[config.mk]
export PLATFORM = sky130hd
export DESIGN_NAME = zone_color_sequencer
export DESIGN_NICKNAME = d
export VERILOG_FILES = /design/src/rtl/zone_color_sequencer.sv
export SDC_FILE = /design/constraint.sdc
export NUM_CORES = 1
export LEC_CHECK = 0
export ABC_CLOCK_PERIOD_IN_PS = 19200
export CAP_MARGIN = 20
export CORE_MARGIN = 5
export CORE_UTILIZATION = 46
export DETAILED_ROUTE_END_ITERATION = 8
export HOLD_SLACK_MARGIN = 0.03
export PLACE_DENSITY = 0.63
export SYNTH_ARGS = -nofsm -noshare
export SYNTH_HDL_FRONTEND = slang
export SYNTH_SLANG_ARGS = --single-unit
export TNS_END_PERCENT = 10
[constraint.sdc]
create_clock -name clk_in -period 19.2 [get_ports clk_in]
set_input_delay 3.84 -clock clk_in [delete_from_list [all_inputs] [get_ports clk_in]]
set_output_delay 3.84 -clock clk_in [all_outputs]
set_load 0.05 [all_outputs]
[src/rtl/zone_color_sequencer.sv]
// Zone colour sequencer: a debounced button press or a periodic frame tick
// captures the free-running colour into one of four shadow slots. The shadow
// slots are copied to the active slots only at frame start, so a zone never
// changes colour part-way through a frame.
module zone_color_sequencer #(
  parameter int DEBOUNCE_CYCLES = 16,
  parameter int AUTO_PERIOD     = 60
) (
  input  logic        clk_in,
  input  logic        reset_in,
  input  logic        swap_in,
  input  logic        auto_en_in,
  input  logic        frame_start_in,
  input  logic [23:0] new_color_in,
  input  logic [1:0]  zone_in,
  output logic [23:0] color_out,
  output logic [1:0]  load_sel_out,
  output logic        pending_out
);

  localparam int CW = $clog2(DEBOUNCE_CYCLES + 1);
  localparam logic [CW-1:0] DEB_LAST  = CW'(DEBOUNCE_CYCLES - 1);
  localparam logic [7:0]    AUTO_LAST = 8'(AUTO_PERIOD - 1);

  localparam logic [1:0] IDLE     = 2'd0;
  localparam logic [1:0] DEBOUNCE = 2'd1;
  localparam logic [1:0] HELD     = 2'd2;

  // Element gi is the power-up colour of slot gi.
  localparam logic [3:0][23:0] SLOT_DEFAULTS =
    {24'hFFFFFF, 24'h0000FF, 24'h00FF00, 24'hFF0000};

  logic [1:0]    state_q, state_d;
  logic [CW-1:0] deb_cnt_q, deb_cnt_d;
  logic [7:0]    auto_cnt_q, auto_cnt_d;
  logic [1:0]    load_sel_q, load_sel_d;
  logic          pending_q, pending_d;
  logic [23:0]   color_q, color_d;

  logic          press_evt;
  logic          auto_evt;
  logic          capture;
  logic          commit;
  logic [23:0]   active_slot [4];

  // Debounce FSM: a press fires once, on the edge the count of consecutive
  // high samples reaches DEBOUNCE_CYCLES; HELD blocks repeats until release.
  always_comb begin
    state_d   = state_q;
    deb_cnt_d = deb_cnt_q;
    press_evt = 1'b0;
    case (state_q)
      IDLE: begin
        if (swap_in) begin
          state_d   = DEBOUNCE;
          deb_cnt_d = CW'(1);
        end
      end
      DEBOUNCE: begin
        if (!swap_in) begin
          state_d   = IDLE;
          deb_cnt_d = '0;
        end else if (deb_cnt_q == DEB_LAST) begin
          press_evt = 1'b1;
          state_d   = HELD;
          deb_cnt_d = deb_cnt_q + CW'(1);
        end else begin
          deb_cnt_d = deb_cnt_q + CW'(1);
        end
      end
      HELD: begin
        if (!swap_in) begin
          state_d   = IDLE;
          deb_cnt_d = '0;
        end
      end
      default: begin
        state_d   = IDLE;
        deb_cnt_d = '0;
      end
    endcase
  end

  // Frame counter for automatic captures; held at zero while disabled.
  always_comb begin
    auto_cnt_d = auto_cnt_q;
    auto_evt   = 1'b0;
    if (!auto_en_in) begin
      auto_cnt_d = '0;
    end else if (frame_start_in) begin
      if (auto_cnt_q == AUTO_LAST) begin
        auto_evt   = 1'b1;
        auto_cnt_d = '0;
      end else begin
        auto_cnt_d = auto_cnt_q + 8'd1;
      end
    end
  end

  // Capture/commit bookkeeping. A capture on a commit edge wins the pending
  // flag so that colour is still committed at the next frame start.
  always_comb begin
    capture    = press_evt | auto_evt;
    commit     = frame_start_in & pending_q;
    load_sel_d = capture ? load_sel_q + 2'd1 : load_sel_q;
    if (capture) begin
      pending_d = 1'b1;
    end else if (frame_start_in) begin
      pending_d = 1'b0;
    end else begin
      pending_d = pending_q;
    end
    color_d = active_slot[zone_in];
  end

  // Control state and the registered pixel colour.
  always_ff @(posedge clk_in or posedge reset_in) begin
    if (reset_in) begin
      state_q    <= IDLE;
      deb_cnt_q  <= '0;
      auto_cnt_q <= '0;
      load_sel_q <= '0;
      pending_q  <= 1'b0;
      color_q    <= '0;
    end else begin
      state_q    <= state_d;
      deb_cnt_q  <= deb_cnt_d;
      auto_cnt_q <= auto_cnt_d;
      load_sel_q <= load_sel_d;
      pending_q  <= pending_d;
      color_q    <= color_d;
    end
  end

  genvar gi;
  generate
    for (gi = 0; gi < 4; gi++) begin : g_slot
      logic [23:0] shadow_q, shadow_d;
      logic [23:0] active_q, active_d;

      assign shadow_d = (capture && load_sel_q == 2'(gi)) ? new_color_in : shadow_q;
      // Commit copies the shadow value held before this edge.
      assign active_d = commit ? shadow_q : active_q;

      // Per-slot shadow and active colour registers.
      always_ff @(posedge clk_in or posedge reset_in) begin
        if (reset_in) begin
          shadow_q <= SLOT_DEFAULTS[gi];
          active_q <= SLOT_DEFAULTS[gi];
        end else begin
          shadow_q <= shadow_d;
          active_q <= active_d;
        end
      end

      assign active_slot[gi] = active_q;
    end
  endgenerate

  assign color_out    = color_q;
  assign load_sel_out = load_sel_q;
  assign pending_out  = pending_q;

endmodule

Word-level counts from Yosys, hierarchy flattened. Index checks and enable logic that the tools add are counted.

Register bits: 234. Bits of input ports: 31. Output and inout port bits: 27.

Add/subtract/negate cells: 3. $lt $le $gt $ge: 1. Equality and inequality tests: 11. Multiplexer cells: 23. Bitwise logic cells: 3. Reduce and logical (&&, ||, !) cells: 9.

Operators by type and width (count): $bmux 24 s2 (1); $mux 24 (2); $mux 8 (3); $mux 5 (3); $pmux 5 s3 (1); $add 8x1->8 const B (1); $eq 8x6->1 const B (1); $mux 1 (8); $mux 2 (4); $eq 2x2->1 const B (3); $pmux 2 s3 (1); $add 5x1->5 const B (1); $eq 5x4->1 const B (1); $eq 2x1->1 const B (2); $logic_and 1x1->1 (4); $logic_not 2->1 (2); $ne 2x2->1 const B (2); $ge 3x3->1 const B (1); $ne 3x3->1 const B (1); $not 2->3 (1); $reduce_and 3->1 (1); $add 2x1->2 const B (1); $ne 2x1->1 const B (1); $reduce_and 2->1 (1); 3 further kinds (3).

Depth between registers and ports, before layout. Gate-level depths: netlist (run 1).

Depth in word-level cells: 6. Gate-level depth with buffers: 8. Depth with buffers taken out: 7.

Worst setup path before layout (run 1). No wires, ideal clock.

Path kind: input -> register. Start: input port zone_in[1]. End: register color_q[13], in the netlist color_out[13]. Library setup time: 0.138 ns. Arrival time: 5.380 ns. Required time: 19.062 ns. Path slack: 13.682 ns. Stages on the path: 4. Buffers on the path: 3. Path through: clkbuf_1 > buf_1 > clkbuf_1 > mux4_2.

Longest elaborated chain between the ends: 4.

RTL lines: from (decl) (line 15) `input logic [1:0] zone_in,`; $not 2->3 (implied by the code) (line 113) `color_d = active_slot[zone_in];`; $bmux 24 s2 (line 113); $mux 24 (implied by the code) (2 in series) (line 113); via color_d[13] (line 38) `logic [23:0] color_q, color_d;`; to (signal assigned) (line 131) `color_q <= color_d;`; to (decl) (line 38).

The timed path passes the listed nets, and every way through them passes these cells. The select of a mux whose other input is x is not followed. A chain may end at the register's enable or synchronous reset.

Final worst setup path (run 1).
Start: input port frame_start_in. End: register g_slot[2].shadow_q[12].

Longest elaborated chain between the ends: 4.

RTL lines: from (decl) (line 13) `input logic frame_start_in,`; $mux 1 (line 90) `end else if (frame_start_in) begin`; $mux 1 (line 88) `if (!auto_en_in) begin`; $or 1x1->1 (line 103) `capture = press_evt | auto_evt;`; $logic_and 1x1->1 (line 141) `assign shadow_d = (capture && load_sel_q == 2'(gi)) ? new_color_in : shadow_q;`; to (signal assigned) (line 148) `shadow_q <= SLOT_DEFAULTS[gi];`; to (signal assigned) (line 151) `shadow_q <= shadow_d;`; to (decl) (line 138) `logic [23:0] shadow_q, shadow_d;`.

Every way passes these cells.

==> results of run 1 <==
[flip-flops by register name (all words and copies together), names as in the netlist]
signal           count
g_slot.active_q     96
g_slot.shadow_q     96
color_out           24
auto_cnt_q           8
deb_cnt_q            5
load_sel_out         2
state_q              2
pending_out          1
[final timing paths]
path / start / endpoint / cells after the start
min in group asynchronous: reset_in / auto_cnt_q[5] / 2
hold / removal: g_slot[1].shadow_q[4] / g_slot[1].active_q[4] / 1
setup / recovery: frame_start_in / g_slot[2].shadow_q[12] / 5
setup reg to reg: auto_cnt_q[0] / g_slot[2].shadow_q[12] / 5
max in group asynchronous: reset_in / g_slot[2].active_q[10] / 4
hold reg to reg: g_slot[1].shadow_q[4] / g_slot[1].active_q[4] / 1
[Yosys cell counts (all sizes together)]
master	count	share of area (%)
a211oi	1	0.080
a21o	1	0.093
a21oi	2	0.11
a22o	1	0.093
a22oi	4	0.32
and2	2	0.13
and3	1	0.066
buf	16	1.3
clkbuf	8	0.32
dfrtp	138	37
dfstp	96	27
ha	7	0.93
inv	8	0.32
mux2	192	23
mux2i	2	0.21
mux4	24	5.7
nand2	14	0.88
nand2b	1	0.066
nand3	4	0.21
nand4	2	0.13
nand4b	1	0.093
nor2	10	0.40
nor2b	2	0.13
nor3	1	0.053
nor3b	1	0.080
o21ai	6	0.32
o31ai	1	0.080
o41ai	1	0.29
or3	1	0.066
or4	1	0.080
or4b	1	0.15
xnor2	3	0.28
xor2	5	0.46
[metrics by stage]
stage / cells / hold slack [ns]
after detailed placement: 864 / 0.488
final: 912 / 0.498
after global routing: 912 / 0.517
after global placement: 864 / 0.482
after floorplan: 558 / 0.472
after CTS: 912 / 0.500
[cells in the final DEF, fill, tap and decap left out, types with 2 or more instances in the layout]
| cell | synthesis | layout |
|---|---|---|
| sky130_fd_sc_hd__mux2_2 | 188 | 188 |
| sky130_fd_sc_hd__dfrtp_1 | 138 | 138 |
| sky130_fd_sc_hd__dfstp_2 | 96 | 96 |
| sky130_fd_sc_hd__clkdlybuf4s50_1 | 0 | 55 |
| sky130_fd_sc_hd__clkbuf_16 | 0 | 27 |
| sky130_fd_sc_hd__mux4_2 | 24 | 24 |
| sky130_fd_sc_hd__nor2_1 | 10 | 10 |
| sky130_fd_sc_hd__nand2_1 | 10 | 9 |
| sky130_fd_sc_hd__clkbuf_1 | 8 | 8 |
| sky130_fd_sc_hd__inv_1 | 8 | 7 |
| sky130_fd_sc_hd__ha_1 | 7 | 7 |
| sky130_fd_sc_hd__o21ai_0 | 6 | 6 |
| sky130_fd_sc_hd__clkbuf_8 | 0 | 6 |
| sky130_fd_sc_hd__nand2_4 | 4 | 5 |
| sky130_fd_sc_hd__xor2_1 | 5 | 5 |
| sky130_fd_sc_hd__clkinv_2 | 0 | 5 |
| sky130_fd_sc_hd__nand3_1 | 4 | 4 |
| sky130_fd_sc_hd__mux2_4 | 4 | 4 |
| sky130_fd_sc_hd__a22oi_1 | 4 | 4 |
| sky130_fd_sc_hd__xnor2_1 | 3 | 3 |
| sky130_fd_sc_hd__buf_4 | 0 | 3 |
| sky130_fd_sc_hd__a21oi_1 | 2 | 2 |
| sky130_fd_sc_hd__mux2i_1 | 2 | 2 |
| sky130_fd_sc_hd__and2_1 | 2 | 2 |
| sky130_fd_sc_hd__nand4_1 | 2 | 2 |
| sky130_fd_sc_hd__nor2b_1 | 2 | 2 |
| sky130_fd_sc_hd__buf_2 | 0 | 2 |
[layout make-up]
cell class / count / share of cell area, %
Timing Repair Buffer: 60 / 5.27
Inverter: 8 / 0.339
Multi-Input combinational cell: 292 / 29.6
Clock inverter: 7 / 0.577
Clock buffer: 41 / 7.13
Tap cell: 270 / 3.05
Sequential cell: 234 / 54.0
[worst max-delay path, stage by stage]
cell and delay [ns]:
sky130_fd_sc_hd__clkdlybuf4s50_1 0.60, sky130_fd_sc_hd__inv_1 0.16, sky130_fd_sc_hd__o41ai_4 0.81, sky130_fd_sc_hd__nand2_4 0.46
sky130_fd_sc_hd__mux2_2 0.41
[metal layers]
layer / vias up / wire, µm / share of wire [%]
met5: - / 0 / 0
met4: 0 / 384 / 2.3
met3: 22 / 493 / 2.9
met2: 77 / 8430 / 50
met1: 2550 / 7650 / 45
li1: 2137 / - / -
[power by group through the flow]
stage                     sequential (W)  clock (W)  combinational, W
after floorplan                 0.000505          0         0.0000155
after global placement          0.000505          0         0.0000301
after detailed placement        0.000505          0         0.0000312
after CTS                       0.000497   0.000496         0.0000313
after global routing            0.000497   0.000519         0.0000343
final                           0.000497   0.000482         0.0000301
[logic make-up after synthesis]
kind of cell | share of synthesized area (%)
and+or+nand+nor | 2.54
xor gates and xnor gates | 0.744
DFF | 63.4
buffers and inverters | 1.91
adders and majority gates | 0.930
muxes | 29.1
AOI/OAI and AO/OA | 1.38
==> Implementation_results.wiki, run 1 <==
{| class="wikitable"
! Metric !! Value
|-
| Run status || complete, no violations
|-
| Overall routing resource usage || 15.0%
|-
| Buffer depth of the longest clock path || 3
|-
| Port bufs || 57
|-
| Minimum setup slack among reg-to-reg paths || 16.31 ns
|-
| Number of register bits inferred by synthesis || 234
|-
| Area used by multi-input combinational logic || 0.00327 mm²
|-
| Static Leak || 5.19 nW
|-
| Core ar. || 0.0202 mm²
|-
| Pin count of the biggest net entering global routing || 115
|-
| Register area share after synthesis || 63.4%
|-
| Remaining global-route overflow || 0
|-
| Post-route cell area || 0.0111 mm²
|-
| Mean number of vias per cell || 5.25
|-
| Syn avg cell area || 16.9 µm²
|-
| Number of sinks handled by clock tree synthesis || 234
|-
| Post-route ant nets || 0
|-
| Post-CTS clock slew at the launch and capture registers of the worst setup and hold paths || 0.06 ns
|-
| Worst path required time || 19.60 ns
|-
| Hold bufs inserted after CTS || 0
|-
| Clock root buffer || sky130_fd_sc_hd__clkbuf_16
|-
| Critical Path End Type || flop
|-
| Type of the worst setup path || input pin to flop
|-
| Share of total power in combinational logic || 3.0%
|-
| Hold Path Class || flop to flop
|-
| Layer with the highest usage after global routing || met2
|-
| Routed wirelength normalized by instance count || 18.6 µm
|-
| Initial antenna violation count || 0
|-
| First-iteration detailed-routing DRC count || 171
|-
| Cell row count || 52
|-
| H-tree levels || 1
|-
| Clock buffer count from CTS || 26
|-
| Clock tree from TritonCTS || yes
|-
| Wirelength, routed || 16,900 µm
|-
| Post-layout worst setup margin || 13.29 ns
|-
| Total number of vias || 4,786
|-
| Setup repair after global routing missed its margin || false
|-
| Final setup vio count || 0
|-
| Count of distinct cell types in the synthesized netlist || 36
|-
| Final count of hold timing violations || 0
|-
| Global-route track usage on met3 || 2.35%
|-
| Number of top-level pins || 58
|-
| GR met2 Demand/Resource || 25.3%
|-
| Worst-skew pair later-pin latency || 0.51 ns
|-
| Max IR drop VDD || 0.0730 mV
|-
| Met1 usage in global routing || 20.4%
|-
| Dpl cell area || 0.0102 mm²
|-
| Timing-limited maximum frequency || 0.169 GHz
|-
| # diodes || 0
|-
| Highest fanout seen on the critical path || 24
|-
| Vias in the first global route || 5,426
|-
| Effective utilization at floorplan || 46.7%
|-
| Maximum clock skew at final layout || 0.00873 ns
|-
| Number of fill cells in the layout || 1,618
|-
| Ratio of total power to cell area || 91.3 mW/mm²
|-
| Total of warnings raised by yosys || 0
|-
| Headroom to the max-slew limit || 36.4%
|-
| Final Max Tran Viols || 0
|-
| Final Critical Period || 5.91 ns
|-
| Mapped Area || 0.00942 mm²
|-
| Post-Route Utilization || 54.8%
|-
| Net count after synthesis || 596
|-
| Wire length of the first global-routing pass || 28,800 µm
|-
| Y dimension of the die || 153 µm
|-
| Final Total Pwr || 0.00101 W
|-
| Int Pwr || 0.000800 W
|-
| RD Place Congestion || 0.724
|-
| Type of element launching the critical path || input pin
|-
| Die Footprint || 0.0234 mm²
|-
| Share of total power in sequential cells || 49.3%
|-
| Area growth from synthesis to layout || 17.4%
|-
| Final worst path period share || 30.8%
|-
| Switching power of the nets || 0.000209 W
|-
| Number of violations of the max-capacitance limit || 0
|-
| Final-layout setup total negative slack || 0 ns
|-
| Worst Path Arrival || 6.30 ns
|-
| Clock share of power || 47.7%
|-
| Net switching fraction of the power || 20.7%
|-
| Resized cells post-CTS || 0
|-
| Post-Place Worst Slack || 12.64 ns
|-
| Nets || 660
|-
| Number of buffers inserted by post-CTS setup repair || 0
|-
| DRC Markers || 0
|-
| Area of all sequential standard cells || 0.00598 mm²
|-
| Die extent in x || 153 µm
|-
| Post-DP HPWL || 9960 µm
|-
| Slew of the pin with the lowest slew margin || 0.954 ns
|-
| Pre-antenna DRT Iters || 4
|-
| Gate count of the mapped netlist || 558
|-
| Share of layout cells above drive strength 1 || 57.0%
|}
No activity file was read; power rests on OpenSTA's default activity.
==> run 2, diff against run 1 <==
--- a/config.mk
+++ b/config.mk
@@ -5,13 +5,13 @@
 export SDC_FILE = /design/constraint.sdc
 export NUM_CORES = 1
 export LEC_CHECK = 0
-export ABC_CLOCK_PERIOD_IN_PS = 19200
+export ABC_CLOCK_PERIOD_IN_PS = 5250
 export CAP_MARGIN = 20
 export CORE_MARGIN = 5
 export CORE_UTILIZATION = 46
 export DETAILED_ROUTE_END_ITERATION = 8
 export HOLD_SLACK_MARGIN = 0.03
-export PLACE_DENSITY = 0.63
+export PLACE_DENSITY = 0.66
 export SYNTH_ARGS = -nofsm -noshare
 export SYNTH_HDL_FRONTEND = slang
 export SYNTH_SLANG_ARGS = --single-unit
==> constraint.sdc (replaced) <==
create_clock -name clk_in -period 5.25 [get_ports clk_in]
set_input_delay 1.05 -clock clk_in [delete_from_list [all_inputs] [get_ports clk_in]]
set_output_delay 1.05 -clock clk_in [all_outputs]
set_load 0.05 [all_outputs]
==> Implementation_results.wiki, run 2 (synthesis results as in run 1) <==
{| class="wikitable"
! Metric !! Value
|-
| H-tree levels || 1
|-
| Clock share of power || 45.5%
|-
| Share of layout cells above drive strength 1 || 56.5%
|-
| Total number of vias || 4,763
|-
| Effective utilization at floorplan || 46.7%
|-
| Worst-skew pair later-pin latency || 0.51 ns
|-
| Final count of hold timing violations || 0
|-
| Number of buffers inserted by post-CTS setup repair || 0
|-
| Number of fill cells in the layout || 1,630
|-
| Wirelength, routed || 16,800 µm
|-
| Hold Path Class || flop to flop
|-
| Top library cells by usage in the layout, fill and taps aside || 188 x sky130_fd_sc_hd__mux2_2, 138 x sky130_fd_sc_hd__dfrtp_1, 96 x sky130_fd_sc_hd__dfstp_2
|-
| Mean number of vias per cell || 5.24
|-
| Post-route ant nets || 0
|-
| Hold bufs inserted after CTS || 0
|-
| Ratio of total power to cell area || 321 mW/mm²
|-
| Initial antenna violation count || 0
|-
| Number of violations of the max-capacitance limit || 0
|-
| Die Footprint || 0.0234 mm²
|-
| Slew of the pin with the lowest slew margin || 0.932 ns
|-
| Post-route cell area || 0.0110 mm²
|-
| Area growth from synthesis to layout || 16.9%
|-
| Number of sinks handled by clock tree synthesis || 234
|-
| Detail Route met2 WL || 8340 µm
|-
| Buffer depth of the longest clock path || 3
|-
| Share of total power in sequential cells || 51.4%
|-
| Highest fanout seen on the critical path || 24
|-
| Routed wl met3 || 497 µm
|-
| First-iteration detailed-routing DRC count || 204
|-
| Uppermost signal routing layer after detailed routing || met4
|-
| Share of total power in combinational logic || 3.2%
|-
| Final worst path period share || 58.8%
|-
| Final setup vio count || 0
|-
| Headroom to the max-slew limit || 37.9%
|-
| Clock tree from TritonCTS || yes
|-
| Switching power of the nets || 0.000727 W
|-
| Run status || complete, no violations
|-
| Wire length of the first global-routing pass || 28,700 µm
|-
| Met1 WL || 7590 µm
|-
| Post-placement cell count || 865
|-
| Final Total Pwr || 0.00354 W
|-
| Resized cells post-CTS || 0
|-
| RD Place Congestion || 0.756
|-
| Final-layout setup total negative slack || 0 ns
|-
| Max IR drop VDD || 0.180 mV
|-
| Nets || 660
|-
| Worst Path Arrival || 3.47 ns
|-
| Remaining global-route overflow || 0
|-
| Clock buffer count from CTS || 25
|-
| Timing-limited maximum frequency || 0.324 GHz
|-
| Area used by multi-input combinational logic || 0.00327 mm²
|-
| Clock root buffer || sky130_fd_sc_hd__clkbuf_16
|-
| Post-CTS clock slew at the launch and capture registers of the worst setup and hold paths || 0.06 ns
|-
| Cell row count || 52
|-
| Type of the worst setup path || input pin to flop
|-
| Commonest non-fill, non-tap cell in the layout || sky130_fd_sc_hd__mux2_2
|-
| Setup repair after global routing missed its margin || false
|-
| Post-Place Worst Slack || 1.61 ns
|-
| Pin count of the biggest net entering global routing || 128
|-
| Port bufs || 57
|-
| Int Pwr || 0.00281 W
|-
| Overall routing resource usage || 14.9%
|-
| Worst path required time || 5.63 ns
|-
| Pre-antenna DRT Iters || 4
|-
| Post-layout worst setup margin || 2.16 ns
|-
| Type of element launching the critical path || input pin
|-
| # diodes || 0
|-
| Vias in the first global route || 5,359
|-
| Number of top-level pins || 58
|-
| Dpl cell area || 0.0103 mm²
|-
| Source of the worst register-to-register timing path || auto_cnt_q[0]
|-
| Final cell count without fillers || 909
|-
| HP Start || g_slot[0].shadow_q[5]
|-
| Y dimension of the die || 153 µm
|-
| First element of the critical path || frame_start_in
|-
| Final Critical Period || 3.09 ns
|-
| Net switching fraction of the power || 20.5%
|-
| Maximum clock skew at final layout || 0.0131 ns
|-
| Final Max Tran Viols || 0
|-
| Die extent in x || 153 µm
|-
| DRC Markers || 0
|-
| Area of all sequential standard cells || 0.00598 mm²
|-
| Core ar. || 0.0202 mm²
|-
| Routed wirelength normalized by instance count || 18.5 µm
|-
| Post-DP HPWL || 10,200 µm
|-
| Critical Path End Type || flop
|-
| Static Leak || 5.16 nW
|}
-- run 2: cell types whose count changed in the layout (fill, tap and decap cells not counted) --
cell	delta
sky130_fd_sc_hd__inv_8	-1
sky130_fd_sc_hd__buf_16	+1
sky130_fd_sc_hd__buf_4	-2
sky130_fd_sc_hd__clkinvlp_4	+1
sky130_fd_sc_hd__clkinv_4	-1
sky130_fd_sc_hd__bufinv_16	-1
sky130_fd_sc_hd__buf_12	+2
sky130_fd_sc_hd__clkbuf_1	+2
sky130_fd_sc_hd__clkinv_2	-2
sky130_fd_sc_hd__clkbuf_16	-2
-- run 2: cell type report --
type                            instances  share of cell area, %
Clock inverter                          3                  0.136
Multi-Input combinational cell        292                   29.7
Sequential cell                       234                   54.2
Inverter                                8                  0.307
Timing Repair Buffer                   61                   5.77
Clock buffer                           41                   6.77
Tap cell                              270                   3.07
-- run 2: worst max-delay path, stage by stage --
cell and delay [ns]:
sky130_fd_sc_hd__clkdlybuf4s50_1 0.59, sky130_fd_sc_hd__inv_1 0.16, sky130_fd_sc_hd__o41ai_4 0.78, sky130_fd_sc_hd__nand2_4 0.45, sky130_fd_sc_hd__mux2_2 0.42
-- run 2: power groups by stage --
stage               combinational, W  clock [W]  sequential, W
CTS                         0.000117    0.00167        0.00182
finish                      0.000112    0.00161        0.00182
floorplan                  0.0000570          0        0.00185
detailed placement          0.000116          0        0.00185
global route                0.000127    0.00175        0.00182
global placement            0.000113          0        0.00185
-- run 2: final timing paths --
kind	cells past startpoint	end	slack (ns)
worst max-delay path	5	g_slot[0].shadow_q[6]	2.16
worst min-delay path	1	g_slot[0].active_q[5]	0.50
worst max register to register	5	g_slot[0].shadow_q[6]	2.40
worst min register to register	1	g_slot[0].active_q[5]	0.50
max in group asynchronous	3	g_slot[2].shadow_q[8]	3.30
min in group asynchronous	2	color_out[18]	0.96
-- run 2: layer usage --
metal	vias to the layer above	GRT usage (%)
li1	2137	-
met1	2521	20.7
met2	79	24.5
met3	26	2.74
met4	0	3.69
met5	-	0
-- run 2: through the flow --
step	util (%)	hold slack (ns)
floorplan	-	0.472
finish	54.6	0.497
global route	54.6	0.515
detailed placement	50.8	0.488
global placement	50.7	0.481
CTS	54.6	0.501
